`src/rtl/ftq_multi_update_pkg.sv`:
```
// Shared types and helpers for the multi-update fetch target queue:
// core config type, replay mask and popcount.
package ftq_multi_update_pkg;

    typedef struct packed {
        int unsigned VLEN;
        int unsigned INSTR_PER_FETCH;
        int unsigned LOG2_INSTR_PER_FETCH;
    } cva6_cfg_t;

    localparam cva6_cfg_t cva6_cfg_empty = '{
        VLEN: 32,
        INSTR_PER_FETCH: 4,
        LOG2_INSTR_PER_FETCH: 2
    };

    localparam int unsigned FTQ_DEPTH = 8;
    localparam int unsigned DEPTH_W   = $clog2(FTQ_DEPTH);
    localparam int unsigned MAX_IPF   = 8;

    // Slots at or above the replay position are re-fetched after an
    // instruction-queue overflow and must not be counted again.
    function automatic logic [MAX_IPF-1:0] replay_mask(
        input logic       ovf,
        input logic [2:0] pos
    );
        logic [MAX_IPF-1:0] m;
        m = {MAX_IPF{ovf}};
        return m << pos;
    endfunction

    function automatic logic [3:0] popcount8(input logic [7:0] v);
        logic [3:0] c;
        c = '0;
        for (int i = 0; i < 8; i++) begin
            c = c + {3'b000, v[i]};
        end
        return c;
    endfunction

endpackage

```
`src/rtl/ftq_multi_update_lane_map.sv`:
```
// Maps update lanes onto head entries by remaining count.
// In: head counts, usage, lane count. Out: lane offsets, pops, partial drain.
module ftq_multi_update_lane_map #(
    parameter int unsigned NR_UPDATE = 2,
    parameter int unsigned CW        = 3,
    parameter int unsigned UW        = 4,
    parameter int unsigned OW        = 1,
    parameter int unsigned PW        = 2
) (
    input  logic [NR_UPDATE-1:0][CW-1:0] rem_i,
    input  logic [UW-1:0]                usage_i,
    input  logic [PW-1:0]                n_i,
    output logic [NR_UPDATE-1:0]         lane_vld_o,
    output logic [NR_UPDATE-1:0][OW-1:0] lane_off_o,
    output logic [PW-1:0]                pop_cnt_o,
    output logic                         part_vld_o,
    output logic [OW-1:0]                part_off_o,
    output logic [CW-1:0]                part_rem_o,
    output logic                         underflow_o
);

    localparam int unsigned SW = CW + 2;

    logic [NR_UPDATE-1:0]         vld;
    logic [NR_UPDATE-1:0][SW-1:0] sum;
    logic [SW-1:0]                acc;
    logic [SW-1:0]                n_ext;

    always_comb begin
        acc   = '0;
        n_ext = SW'(n_i);
        for (int j = 0; j < NR_UPDATE; j++) begin
            vld[j] = (UW'(j) < usage_i);
            if (vld[j]) begin
                acc = acc + SW'(rem_i[j]);
            end
            sum[j] = acc;
        end
        underflow_o = (n_ext > acc);
    end

    // Descending scans let the smallest matching entry win.
    always_comb begin
        lane_vld_o = '0;
        lane_off_o = '0;
        for (int k = 0; k < NR_UPDATE; k++) begin
            for (int j = NR_UPDATE - 1; j >= 0; j--) begin
                if (vld[j] && (SW'(k) < sum[j])) begin
                    lane_vld_o[k] = 1'b1;
                    lane_off_o[k] = OW'(j);
                end
            end
        end
    end

    always_comb begin
        pop_cnt_o  = '0;
        part_vld_o = 1'b0;
        part_off_o = '0;
        part_rem_o = '0;
        for (int j = 0; j < NR_UPDATE; j++) begin
            if (vld[j] && (sum[j] <= n_ext)) begin
                pop_cnt_o = pop_cnt_o + PW'(1);
            end
        end
        for (int j = NR_UPDATE - 1; j >= 0; j--) begin
            if (vld[j] && (sum[j] > n_ext)) begin
                part_vld_o = 1'b1;
                part_off_o = OW'(j);
                part_rem_o = CW'(sum[j] - n_ext);
            end
        end
    end

endmodule

```
`src/rtl/ftq_multi_update.sv`:
```
// Fetch target queue returning branch metadata to several update lanes.
// Push: fetch-block slots/metadata. Pop: upd_valid_i lanes. Status: usage/flags.
module ftq_multi_update
    import ftq_multi_update_pkg::*;
#(
    parameter cva6_cfg_t   CVA6Cfg       = cva6_cfg_empty,
    parameter type         bp_metadata_t = logic,
    parameter int unsigned DEPTH         = FTQ_DEPTH,
    parameter int unsigned NR_UPDATE     = 2
) (
    input  logic                                clk_i,
    input  logic                                rst_ni,
    input  logic                                flush_i,
    input  logic                                debug_mode_i,
    input  logic [CVA6Cfg.VLEN-1:0]             replay_addr_i,
    input  logic                                serving_unaligned_i,
    input  logic                                iq_overflow_i,
    input  logic [CVA6Cfg.INSTR_PER_FETCH-1:0]  valid_i,
    input  logic [CVA6Cfg.INSTR_PER_FETCH-1:0]  is_branch_i,
    input  logic [CVA6Cfg.INSTR_PER_FETCH-1:0]  taken_cf_i,
    input  bp_metadata_t                        bp_metadata_i,
    input  logic [NR_UPDATE-1:0]                upd_valid_i,
    output bp_metadata_t [NR_UPDATE-1:0]        bp_metadata_o,
    output logic [NR_UPDATE-1:0]                is_unaligned_o,
    output logic [$clog2(DEPTH):0]              usage_o,
    output logic                                overflow_o,
    output logic                                underflow_o
);

    localparam int unsigned IPF  = CVA6Cfg.INSTR_PER_FETCH;
    localparam int unsigned LIPF = CVA6Cfg.LOG2_INSTR_PER_FETCH;
    localparam int unsigned VLEN = CVA6Cfg.VLEN;
    localparam int unsigned AW   = $clog2(DEPTH);
    localparam int unsigned UW   = AW + 1;
    localparam int unsigned CW   = LIPF + 1;
    localparam int unsigned OW   = (NR_UPDATE > 1) ? $clog2(NR_UPDATE) : 1;
    localparam int unsigned PW   = $clog2(NR_UPDATE + 1);

    typedef struct packed {
        bp_metadata_t    meta;
        logic            is_unaligned;
        logic [CW-1:0]   cnt;
    } ftq_entry_t;

    ftq_entry_t mem_q [DEPTH];
    logic [AW-1:0] head_q;
    logic [AW-1:0] tail_q;
    logic [UW-1:0] usage_q;

    logic [LIPF-1:0]    replay_pos;
    logic [MAX_IPF-1:0] replay_full;
    logic [IPF-1:0]     is_replay;
    logic [IPF-1:0]     vb;
    logic               prior_taken;
    logic [CW-1:0]      cnt;
    logic               push;

    logic [PW-1:0]                n_upd;
    logic [NR_UPDATE-1:0][CW-1:0] rem;
    logic [NR_UPDATE-1:0]         lane_vld;
    logic [NR_UPDATE-1:0][OW-1:0] lane_off;
    logic [PW-1:0]                pop_cnt;
    logic                         part_vld;
    logic [OW-1:0]                part_off;
    logic [CW-1:0]                part_rem;
    logic                         map_underflow;

    logic unused_addr;
    assign unused_addr = ^{replay_addr_i[VLEN-1:LIPF+1], replay_addr_i[0]};

    // A block resuming on the second half of an unaligned instruction
    // replays from slot 0 regardless of the address.
    assign replay_pos = serving_unaligned_i ? '0 : replay_addr_i[LIPF:1];
    assign replay_full = replay_mask(iq_overflow_i, 3'(replay_pos));
    assign is_replay   = replay_full[IPF-1:0];

    // Branches behind a predicted-taken slot never execute.
    always_comb begin
        prior_taken = 1'b0;
        for (int i = 0; i < IPF; i++) begin
            vb[i] = is_branch_i[i] & ~is_replay[i] & ~prior_taken;
            prior_taken = prior_taken | (valid_i[i] & taken_cf_i[i]);
        end
    end

    assign cnt = CW'(popcount8(8'(vb)));

    assign push = (cnt != '0) && (usage_q < UW'(DEPTH)) && !iq_overflow_i;

    assign overflow_o = (cnt != '0) && (usage_q == UW'(DEPTH));

    assign n_upd = PW'(popcount8(8'(upd_valid_i)));

    always_comb begin
        for (int j = 0; j < NR_UPDATE; j++) begin
            rem[j] = mem_q[head_q + AW'(j)].cnt;
        end
    end

    ftq_multi_update_lane_map #(
        .NR_UPDATE (NR_UPDATE),
        .CW        (CW),
        .UW        (UW),
        .OW        (OW),
        .PW        (PW)
    ) i_lane_map (
        .rem_i       (rem),
        .usage_i     (usage_q),
        .n_i         (n_upd),
        .lane_vld_o  (lane_vld),
        .lane_off_o  (lane_off),
        .pop_cnt_o   (pop_cnt),
        .part_vld_o  (part_vld),
        .part_off_o  (part_off),
        .part_rem_o  (part_rem),
        .underflow_o (map_underflow)
    );

    always_comb begin
        bp_metadata_o  = '0;
        is_unaligned_o = '0;
        for (int k = 0; k < NR_UPDATE; k++) begin
            if (upd_valid_i[k] && lane_vld[k]) begin
                bp_metadata_o[k]  = mem_q[head_q + AW'(lane_off[k])].meta;
                is_unaligned_o[k] = mem_q[head_q + AW'(lane_off[k])].is_unaligned;
            end
        end
    end

    assign underflow_o = map_underflow & ~debug_mode_i;
    assign usage_o     = usage_q;

    // The partially drained entry is always below usage_q, so it never
    // aliases the tail slot written by an accepted push.
    always_ff @(posedge clk_i) begin
        if (!rst_ni) begin
            head_q  <= '0;
            tail_q  <= '0;
            usage_q <= '0;
            for (int i = 0; i < DEPTH; i++) begin
                mem_q[i] <= '0;
            end
        end else if (flush_i) begin
            head_q  <= '0;
            tail_q  <= '0;
            usage_q <= '0;
        end else begin
            if (push) begin
                mem_q[tail_q] <= '{
                    meta: bp_metadata_i,
                    is_unaligned: serving_unaligned_i,
                    cnt: cnt
                };
                tail_q <= tail_q + AW'(1);
            end
            if (!debug_mode_i) begin
                if (part_vld) begin
                    mem_q[head_q + AW'(part_off)].cnt <= part_rem;
                end
                head_q  <= head_q + AW'(pop_cnt);
                usage_q <= usage_q + UW'(push) - UW'(pop_cnt);
            end else begin
                usage_q <= usage_q + UW'(push);
            end
        end
    end

`ifndef SYNTHESIS
    a_upd_contig : assert property (
        @(posedge clk_i) disable iff (!rst_ni)
        ((upd_valid_i & (upd_valid_i + NR_UPDATE'(1))) == '0)
    );
`endif

endmodule

```
`config.mk`:
```
export PLATFORM = sky130hd
export DESIGN_NAME = ftq_multi_update
export DESIGN_NICKNAME = d
export VERILOG_FILES = /design/src/rtl/ftq_multi_update_pkg.sv /design/src/rtl/ftq_multi_update_lane_map.sv /design/src/rtl/ftq_multi_update.sv
export SDC_FILE = /design/constraint.sdc
export NUM_CORES = 1
export LEC_CHECK = 0
export CAP_MARGIN = 25
export CORE_ASPECT_RATIO = 0.9
export CORE_UTILIZATION = 49
export DETAILED_ROUTE_END_ITERATION = 12
export PLACE_DENSITY = 0.74
export SLEW_MARGIN = 30
export SYNTH_ARGS = -nofsm -noshare
export SYNTH_HDL_FRONTEND = slang
export SYNTH_HIERARCHICAL = 1
export SYNTH_SLANG_ARGS = --single-unit
```
`constraint.sdc`:
```
create_clock -name clk_i -period 5 [get_ports clk_i]
set_input_delay 1 -clock clk_i [delete_from_list [all_inputs] [get_ports clk_i]]
set_output_delay 1 -clock clk_i [all_outputs]
set_load 0.005 [all_outputs]
```
==> summary.md <==
| Metric | Value |
|---|---|
| Crit share post-route | `1.08` |
| Area grow syn2layout | `25.4%` |
| Vias | `3286` |
| Via-per-instance ratio | `between 5 and 6` |
| Slew at the pin closest to its max-slew limit | `662 ps` |
| Post-synth net total | `454` |
| Routed WL per cell | `17.9 um` |
| FFs w/ async S/R, synth | `0` |
| CP Max Fanout | `4` |
| Max-cap violations | `0` |
| #FFs+latches synth | `53` |
| Io pins | `63` |
| Power Dens Cells | `225 nW/um2` |
| Final hold vios | `0` |
| Worst-path clk slew | `110 ps` |
| DR iter-0 viols | `241` |
| Clock sinks | `53` |
| Post-route ant nets | `0` |
| TritonCTS buffer count | `5` |
| Worst slew margin | `0.558` |
| Cell count after synthesis | `373` |
| Post-synthesis area per instance | `10.7 um2` |
| Synthesized area | `4000 um2` |
| RSZ-0062 raised after global routing | `true` |
| FF/Latch Area | `roughly 1500 um2` |
| Die width | `97.2 um` |
| Crit path DAT | `4410 ps` |
| Required time of the worst setup path | `4000 ps` |
| H-tree levels | `2` |
| Post-CTS Hold Buffers | `0` |
| Synth Flop Type | `edfxtp_1` |
| Clock root buffer master | `clkbuf_8` |
| Top cell by count, worst path | `ha_4` |
| Min Tclk post-route | `~5400 ps` |
| Outcome | `finished, violations left` |
| # DRC | `0` |
| GRT Resource Usage Total | `0.240` |
| Row count | `30` |
| Distinct cell type count after synthesis | `58` |
| CP max stage cell | `mux4_2` |
| Share of cells above drive strength 1 | `0.284` |
| First-pass GRT wire length | `around 16000 um` |
| Core area | `7730 um2` |
| Number of global-route vias before repair | `roughly 3200` |
| Final setup fails | `4` |
| Post-synth EDFFs | `40` |
| Clock buffer depth | `2` |
| P_leak | `~2.0 nW` |
| Pin count of the biggest net entering global routing | `21` |
| # diodes | `0` |
| Initial core utilization | `0.517` |
| Later-pin clock latency in the skew report | `320 ps` |
| Die Y | `approximately 88 um` |
| FILL cells | `588` |
| Worst vdd ir | `0.120 mV` |
| Layout Utilization | `0.648` |
| Hold Crit Class | `register to register` |
| Antenna violations before repair | `0` |
| Register area share after synthesis | `0.366` |
| Total die area | `roughly 8500 um2` |
| Multi-input combinational cell area | `~2500 um2` |
| Setup WS pre-CTS | `-579 ps` |
| Final #Nets | `about 530` |
| Slew Limit Fails | `0` |
| Grt ovf | `0` |
| WS Path Type | `register to output port` |
| Final Worst Setup Slack | `-409 ps` |
| Clock tree from TritonCTS | `done` |
| IO Port Bufs | `30` |
| Skew final | `around 11 ps` |
| Failing checks | `negative setup slack` |
| Fin Setup TNS | `-1500 ps` |
| Ys Warns | `6` |
| Max stage delay on crit path | `490 ps` |
| Pre-antenna DRT Iters | `5` |
| Final HPWL DP | `7780 um` |
| Maximum clock frequency | `0.185 GHz` |
| Routed wire length | `9840 um` |
| Gpl congestion | `0.954` |
| CP startpoint kind | `register` |
| Critical path, cell by cell | `mux4_2 -> mux2_4 -> and2b_2 -> ha_4 -> ha_4 -> a21oi_2 -> xor2_1 -> o21ai_2 -> o41ai_2 -> nor2_1 -> ha_2 -> ha_4 -> buf_6 -> mux4_2 -> mux2i_1 -> nor2_1 -> buf_2` |
| CP endpoint kind | `output port` |
[cells by family after synthesis]
| group | Yosys count | share of synthesized area |
|---|---|---|
| flip-flops | 53 | 0.366 |
| XOR/XNOR | 15 | 0.0366 |
| multiplexers | 34 | 0.150 |
| buffers and inverters | 37 | 0.0395 |
| AO/OA/AOI/OAI | 53 | 0.0902 |
| AND/OR/NAND/NOR | 152 | 0.220 |
| adder cells (fa/ha/maj) | 29 | 0.0977 |
[sequential cells by signal, indices dropped and copies added (netlist names), named ones only]
| name | flops |
|---|---|
| tail_q | 3 |
| usage_o | 4 |
| mem_q | 40 |
| head_q | 3 |
[worst paths after layout]
kind / endpoint / start / depth (start not counted) / slack (ps)
min reg2reg: tail_q[2] / tail_q[2] / 2 / 670
max reg2reg: mem_q[7][0] / mem_q[3][0] / 20 / 180
min: tail_q[2] / tail_q[2] / 2 / 670
max: bp_metadata_o[0] / mem_q[3][0] / 17 / -410
[worst max-delay path, delay by kind of cell (launching register included)]
family                   cells  cell delay, ps
flip-flops                   1             440
adder cells (fa/ha/maj)      4             860
multiplexers                 4            1400
XOR/XNOR                     1             250
AND/OR/NAND/NOR              3             390
AO/OA/AOI/OAI                3             540
buffers and inverters        2             220
[what timing repair did]
item                       in CTS  in global routing
gates resized for setup        34                  8
setup endpoints to repair       4                  4
buffers inserted               10                  2
pin swaps                      12                  9
[through the flow]
step | hold slack, ps | power [W] | cell area (um2) | instances
5_1_grt | 731 | 0.00118 | 5010 | 550
6_report | 667 | 0.00113 | 5010 | 550
2_1_floorplan | 571 | 0.000690 | 4000 | 373
4_1_cts | 660 | 0.00111 | 4940 | 548
3_5_place_dp | 645 | 0.000800 | 4680 | 530
3_3_place_gp | 623 | 0.000790 | 4680 | 530
[cells in the mapped netlist (all sizes together), types with 2 or more instances]
master,n,area (um2)
a21o,2,15.0
fa,4,80.1
nand3b,6,45.0
and2b,3,22.5
nor3,8,72.6
mux4,20,450
nor2,40,150
nor3b,2,20.0
nand3,13,70.1
mux2,6,67.6
nand4,3,18.8
o21ai,10,61.3
xor2,6,60.1
nand2,52,195
nand2b,3,21.3
nor4,8,140
mux2i,8,80.1
o31ai,15,113
buf,7,45.0
edfxtp,40,1200
xnor2,9,86.3
a31oi,2,12.5
nor2b,2,12.5
a21oi,7,35.0
ha,24,300
nand4bb,2,38.8
o22ai,11,68.8
dfxtp,13,260
clkbuf,7,26.3
or3,3,18.8
a211oi,2,15.0
and3,2,12.5
inv,22,82.6
[routing by layer]
metal,share of wire,wire length (um),vias to the layer above,track usage
met1,0.40,3940,1562,0.287
met5,0,0,-,0
met3,0.065,635,21,0.0383
met2,0.51,5060,148,0.448
li1,-,-,1555,-
met4,0.020,201,0,0.0773
[power breakdown]
| part | internal (W) | total (W) | switching (W) |
|---|---|---|---|
| clock network | 0.000154 | 0.000310 | 0.000156 |
| logic | 0.000151 | 0.000317 | 0.000165 |
| registers | 0.000488 | 0.000502 | 0.0000136 |
| total | 0.000793 | 0.00113 | 0.000335 |
[layout by cell type (no fill, tap or decap), types with 3 or more instances in the layout]
cell type | netlist | layout
clkbuf_8 | 0 | 5
a21oi_1 | 7 | 6
inv_1 | 22 | 22
nor3_4 | 2 | 3
o21ai_1 | 3 | 3
ha_4 | 0 | 4
nand2_1 | 52 | 52
mux2i_1 | 8 | 8
ha_2 | 0 | 3
xnor2_1 | 8 | 7
clkdlybuf4s50_1 | 0 | 25
o21ai_2 | 3 | 3
o31ai_1 | 15 | 15
edfxtp_1 | 40 | 40
xor2_1 | 5 | 5
nand3b_1 | 6 | 6
nor2_1 | 40 | 40
ha_1 | 24 | 17
buf_2 | 3 | 4
nand4_1 | 3 | 3
nor4_4 | 6 | 7
o21ai_0 | 4 | 4
fa_1 | 4 | 4
nand3_1 | 12 | 12
buf_4 | 2 | 54
mux2_2 | 6 | 5
or3_1 | 3 | 3
nor3_1 | 4 | 3
mux4_2 | 20 | 20
dfxtp_1 | 13 | 12
buf_6 | 1 | 3
o22ai_1 | 11 | 11
[final cells by class]
type	instances	share of cell area
clock buffers	5	0.0137
clock inverters	3	0.00999
inverters	23	0.0172
multi-input cells	283	0.499
flip-flops and latches	53	0.292
well taps	96	0.0240
repair buffers	87	0.144
Power figures use the tool's default switching activity.
